File: config.mk
export PLATFORM = sky130hd
export DESIGN_NAME = lru_replacement_engine
export DESIGN_NICKNAME = d
export VERILOG_FILES = /design/src/rtl/lru_replacement_engine.sv
export SDC_FILE = /design/constraint.sdc
export NUM_CORES = 2
export LEC_CHECK = 0
export CORE_ASPECT_RATIO = 0.9
export CORE_MARGIN = 5
export CORE_UTILIZATION = 35
export CTS_BUF_LIST = sky130_fd_sc_hd__clkbuf_2
export DETAILED_ROUTE_END_ITERATION = 8
export HOLD_SLACK_MARGIN = 0.08
export PLACE_DENSITY = 0.47
export REMOVE_ABC_BUFFERS = 1
export SLEW_MARGIN = 0
export SYNTH_ARGS = -nofsm -noshare
export SYNTH_HDL_FRONTEND = slang
export SYNTH_SLANG_ARGS = --single-unit
File: constraint.sdc
create_clock -name clk -period 27.9 [get_ports clk]
set_input_delay 5.58 -clock clk [delete_from_list [all_inputs] [get_ports clk]]
set_output_delay 5.58 -clock clk [all_outputs]
set_load 0.01 [all_outputs]
File: src/rtl/lru_replacement_engine.sv
`default_nettype none
// ============================================================================
// Module   : lru_replacement_engine
// Purpose  : Per-set true-LRU age/valid tracking with a 2-cycle victim lookup.
//            Optional build macro LRU_WAY_LOCK_EN adds lock_mask way exclusion.
// Revision : 1.0
// ============================================================================
module lru_replacement_engine #(
  parameter  int NUM_WAYS = 8,
  parameter  int NUM_SETS = 16,
  localparam int WAY_W    = $clog2(NUM_WAYS),
  localparam int SET_W    = (NUM_SETS > 1) ? $clog2(NUM_SETS) : 1
) (
  input  logic             clk,
  input  logic             reset,
  input  logic             acc_valid,
  input  logic [SET_W-1:0] acc_set,
  input  logic [WAY_W-1:0] acc_way,
  input  logic             acc_fill,
  input  logic             inv_valid,
  input  logic [SET_W-1:0] inv_set,
  input  logic [WAY_W-1:0] inv_way,
  input  logic             vic_req,
  input  logic [SET_W-1:0] vic_req_set,
  output logic             vic_ready,
  output logic             vic_valid,
  output logic [WAY_W-1:0] vic_way,
  output logic             vic_was_valid,
  output logic             vic_none,
  input  logic             vic_ack,
  output logic             inv_drop
`ifdef LRU_WAY_LOCK_EN
  ,
  input  logic [NUM_WAYS-1:0] lock_mask
`endif
);

  localparam logic [1:0] ST_IDLE = 2'd0;
  localparam logic [1:0] ST_READ = 2'd1;
  localparam logic [1:0] ST_RESP = 2'd2;

  localparam logic [WAY_W-1:0] C_AGE_LRU = WAY_W'(NUM_WAYS - 1);

  // A single-set configuration still carries a 1-bit index; it is ignored.
  function automatic logic [SET_W-1:0] set_idx(input logic [SET_W-1:0] s);
    if (NUM_SETS == 1) begin
      return '0;
    end
    return s;
  endfunction

  // --------------------------------------------------------------------------
  // Age / valid state
  // --------------------------------------------------------------------------
  logic [WAY_W-1:0]    age_q   [NUM_SETS][NUM_WAYS];
  logic [WAY_W-1:0]    age_d   [NUM_SETS][NUM_WAYS];
  logic [NUM_WAYS-1:0] valid_q [NUM_SETS];
  logic [NUM_WAYS-1:0] valid_d [NUM_SETS];
  logic                inv_drop_q;
  logic                inv_drop_d;

  logic [SET_W-1:0] acc_s;
  logic [SET_W-1:0] inv_s;
  logic [WAY_W-1:0] acc_old;
  logic [WAY_W-1:0] inv_old;
  logic             collide;
  logic             inv_apply;

  assign acc_s     = set_idx(acc_set);
  assign inv_s     = set_idx(inv_set);
  assign acc_old   = age_q[acc_s][acc_way];
  assign inv_old   = age_q[inv_s][inv_way];
  assign collide   = acc_valid && inv_valid && (acc_s == inv_s);
  assign inv_apply = inv_valid && !collide;

  always_comb begin
    age_d      = age_q;
    valid_d    = valid_q;
    inv_drop_d = collide;
    for (int s = 0; s < NUM_SETS; s++) begin
      for (int w = 0; w < NUM_WAYS; w++) begin
        if (acc_valid && (acc_s == SET_W'(s))) begin
          // Promote to MRU; everything younger than its old age slides back one.
          if (acc_way == WAY_W'(w)) begin
            age_d[s][w] = '0;
            if (acc_fill) begin
              valid_d[s][w] = 1'b1;
            end
          end else if (age_q[s][w] < acc_old) begin
            age_d[s][w] = age_q[s][w] + 1'b1;
          end
        end else if (inv_apply && (inv_s == SET_W'(s))) begin
          // Demote to LRU; everything older than its old age moves forward one.
          if (inv_way == WAY_W'(w)) begin
            age_d[s][w]   = C_AGE_LRU;
            valid_d[s][w] = 1'b0;
          end else if (age_q[s][w] > inv_old) begin
            age_d[s][w] = age_q[s][w] - 1'b1;
          end
        end
      end
    end
  end

  always_ff @(posedge clk) begin
    if (reset) begin
      for (int s = 0; s < NUM_SETS; s++) begin
        for (int w = 0; w < NUM_WAYS; w++) begin
          age_q[s][w] <= WAY_W'(w);
        end
        valid_q[s] <= '0;
      end
      inv_drop_q <= 1'b0;
    end else begin
      age_q      <= age_d;
      valid_q    <= valid_d;
      inv_drop_q <= inv_drop_d;
    end
  end

  // --------------------------------------------------------------------------
  // Victim selection on the captured set
  // --------------------------------------------------------------------------
  logic [NUM_WAYS-1:0] elig;
  logic [SET_W-1:0]    vic_set_q;
  logic [SET_W-1:0]    vic_set_d;
  logic [NUM_WAYS-1:0] rd_valid;
  logic                inv_hit;
  logic [WAY_W-1:0]    inv_pick;
  logic                lru_hit;
  logic [WAY_W-1:0]    lru_pick;
  logic [WAY_W-1:0]    lru_age;
  logic [WAY_W-1:0]    sel_way;
  logic                sel_was_valid;
  logic                sel_none;

`ifdef LRU_WAY_LOCK_EN
  assign elig = ~lock_mask;
`else
  assign elig = '1;
`endif

  assign rd_valid = valid_q[vic_set_q];

  always_comb begin
    inv_hit  = 1'b0;
    inv_pick = '0;
    lru_hit  = 1'b0;
    lru_pick = '0;
    lru_age  = '0;
    // Scan downward so the lowest-index invalid way is the last one kept.
    for (int w = NUM_WAYS - 1; w >= 0; w--) begin
      if (elig[w] && !rd_valid[w]) begin
        inv_hit  = 1'b1;
        inv_pick = WAY_W'(w);
      end
    end
    for (int w = 0; w < NUM_WAYS; w++) begin
      if (elig[w] && (!lru_hit || (age_q[vic_set_q][w] > lru_age))) begin
        lru_hit  = 1'b1;
        lru_age  = age_q[vic_set_q][w];
        lru_pick = WAY_W'(w);
      end
    end
    sel_none      = !(inv_hit || lru_hit);
    sel_way       = inv_hit ? inv_pick : lru_pick;
    sel_was_valid = !inv_hit && lru_hit && rd_valid[lru_pick];
  end

  // --------------------------------------------------------------------------
  // Lookup FSM
  // --------------------------------------------------------------------------
  logic [1:0]       state_q;
  logic [1:0]       state_d;
  logic [WAY_W-1:0] vic_way_q;
  logic [WAY_W-1:0] vic_way_d;
  logic             vic_was_valid_q;
  logic             vic_was_valid_d;
  logic             vic_none_q;
  logic             vic_none_d;

  always_comb begin
    state_d         = state_q;
    vic_set_d       = vic_set_q;
    vic_way_d       = vic_way_q;
    vic_was_valid_d = vic_was_valid_q;
    vic_none_d      = vic_none_q;
    case (state_q)
      ST_IDLE: begin
        if (vic_req) begin
          state_d   = ST_READ;
          vic_set_d = set_idx(vic_req_set);
        end
      end
      ST_READ: begin
        state_d         = ST_RESP;
        vic_way_d       = sel_way;
        vic_was_valid_d = sel_was_valid;
        vic_none_d      = sel_none;
      end
      ST_RESP: begin
        if (vic_ack) begin
          state_d = ST_IDLE;
        end
      end
      default: state_d = ST_IDLE;
    endcase
  end

  always_ff @(posedge clk) begin
    if (reset) begin
      state_q         <= ST_IDLE;
      vic_set_q       <= '0;
      vic_way_q       <= '0;
      vic_was_valid_q <= 1'b0;
      vic_none_q      <= 1'b0;
    end else begin
      state_q         <= state_d;
      vic_set_q       <= vic_set_d;
      vic_way_q       <= vic_way_d;
      vic_was_valid_q <= vic_was_valid_d;
      vic_none_q      <= vic_none_d;
    end
  end

  assign vic_ready     = (state_q == ST_IDLE);
  assign vic_valid     = (state_q == ST_RESP);
  assign vic_way       = vic_way_q;
  assign vic_was_valid = vic_was_valid_q;
  assign vic_none      = vic_none_q;
  assign inv_drop      = inv_drop_q;

endmodule
`default_nettype wire

==> metrics.cfg <==
[route]
ant_nets=0
wl_met2_um=113000
drtIter0Drc=5973
vias=59909
wl_met3_um=25700
totalWireLength_um=265000
routedWlPerCell_um=28.1
m1WireLength_um=112000
vias_per_cell=6.36
drt_first_pass_iters=6
drc_errors=0
maxUsedRoutingLayer=met5

[die]
placementRows=143
fp.dieArea_mm2=0.177
die_w_um=443
fp.dieH_um=400
io_pins=33
coreArea_mm2=0.168
initial_core_util_pct=35.1

[synth]
netlist.top_cell.by_area=ha_1
synth-seq-cells=523
ys_warn_count=0
ys_seq_area_share_pct=17.7
synthDistinctLibCells=86
yosys-top-cells-area=ha_1 19%, dfxtp_1 18%, mux4_2 15%
synthArstFlopShare_pct=0
netlist.area_leader.share_pct=19.4
synth.cell_area_mm2=0.0591
syn_avg_cell_area_um2=8.27
synth-main-ff-cell=dfxtp_1
synth_edf_count=0
syn_inst=7147

[cts]
cts_inserted_buffers=172
cts_hold_buffers=0
cts_tree=done
clk-insertion-delay-late_ns=1.76
path_clk_slew_ns=0.10
root_buffer=clkbuf_2
ctsHtreeMaxLevel=4
cts.sinks=523
postCtsSetupRepairBufs=0
clk_path_buf_depth=3
cts-resized-gates=0

[layout]
fin_util_pct=37.6
drive_gt1_share_pct=14.9
layoutNonFillerInstCount=9420
area_growth_syn_to_layout_pct=7.27
n_fill_cell=17254
nets=7976

[power]
peakVddDrop_mv=0.0453
p_leak_nw=25.6
p_per_area_mw_per_mm2=35.3

[sta]
worst_pin_slew_ns=1.34
fin_skew_ns=0.205
hold_viol_final=0
slew_headroom_pct=10.6
rsz0062_at_grt=no
period_share_pct=42.1
fin_ws_ns=16.15
setup_tns_ns=0
final_max_slew_viol_count=0
fin_hold_ws_ns=0.477
finalCriticalPeriod_ns=11.75
setup_viol=0
max_freq_ghz=0.0851

[place]
dp_slack_ns=15.07
post-place-cells=9107
dpl.hpwl_um=175000
port_buffers=31
place_congestion=0.898

[global_routing]
grt_pass1_wl_um=386000
grt_overflow=0
grt_max_degree=129
grt_util_all_layers_pct=28.9
antenna_found_initial=24
grt_pass1_vias=55907

[worst_setup_path]
crit_path_end_kind=flip-flop
cp.arrival_ns=13.36
slowest_delay_ns=0.72
required_ns=29.51
crit_type=flip-flop to flip-flop
r2r_slack_ns=16.15
cp_slowest_cell=a32oi_1
cp-start-kind=flip-flop
critPathMaxFanout=25
cpMostUsedCell=ha_1

[outcome]
status=finished clean

[flow_run]
maxCapViolations=0

[hold_path]
hold_class=flip-flop to flip-flop

## path summary, 6_finish.rpt
path,end,start,depth (start not counted)
worst max-delay path,vic_way[1],vic_set_q[2],50
worst min-delay path,valid_q[78],valid_q[78],2
worst max register to register,vic_way[1],vic_set_q[2],50
worst min register to register,valid_q[78],valid_q[78],2
## area by class of cell
cell class                 instances  area, um2  area share [%]
multi-input combinational       5766      45500            71.8
sequential                       523      10500            16.5
tap                             2247       2810            4.44
timing repair buffer             191       1520            2.39
inverter                         380       1430            2.26
clock buffer                     246       1230            1.94
clock inverter                    45        340           0.537
antenna                           22       55.1          0.0869
## worst max-delay path: cells and delay by family, from the launching register on
family / cells / cell delay (ns)
compound gates: 22 / 4.61
fa+ha+maj: 7 / 2.14
buf+inv: 2 / 0.11
flops: 1 / 0.68
mux: 4 / 2.08
simple gates: 15 / 1.98
## metrics by stage
step	power, mW	cell area, um2
after floorplan	1.25	57100
after global placement	1.49	61700
after detailed placement	1.51	61700
after CTS	2.25	63300
after global routing	2.37	63300
final	2.24	63400
## cells in the final DEF, fill, tap and decap left out, drive strengths merged, types with 168 or more instances in the layout
master    n
inv     384
a21oi   878
a31oi   237
ha      917
nor3    316
buf     168
mux4    391
nand3   220
nand2   522
clkbuf  247
dfxtp   523
o21ai   557
nor2    505
## registers in the layout, summed over array words and instances, names as in the netlist
| register | cells |
|---|---|
| age_q | 384 |
| vic_set_q | 4 |
| vic_was_valid | 1 |
| state_q | 2 |
| valid_q | 128 |
| inv_drop | 1 |
| vic_way | 3 |
## report_power, final
part           total [mW]  internal (mW)  switching, mW  leakage, nW
clock network       0.733          0.291          0.441         1.19
logic               0.704          0.264          0.440         20.2
registers           0.802          0.761         0.0415         4.23
## synthesized netlist by cell type (50+ instances only)
master and count:
buf_2 60, a21o_1 120, buf_1 50, nor2b_1 72, nor2_1 505, o22ai_1 70
nand2_1 522, mux4_2 386, o21a_1 67, a31oi_1 237, nor3_1 315, a211oi_1 80
dfxtp_1 523, or2_2 120, inv_1 380, o21ai_0 546, mux2i_1 105, ha_1 917
nand3_1 220, a21oi_1 858, clkbuf_1 345
## per-layer routing
metal  vias to the layer above  GRT usage, %
met5                         -             0
met4                         8          13.6
met3                       656          7.41
met2                      2837          44.5
met1                     29380          38.0
li1                      27028             -
## cells by family (layout without fill, tap and decap cells)
kind of cell,count (synthesis),after routing,synth area share (%)
other,1,23,0.00635
XOR/XNOR,7,7,0.104
flip-flops,523,523,17.7
AND/OR/NAND/NOR,1902,1902,14.7
multiplexers,515,515,17.1
AO/OA/AOI/OAI,2424,2424,25.1
buffers and inverters,858,862,5.83
adder cells (fa/ha/maj),917,917,19.4
No activity file was read; power rests on OpenSTA's default activity.
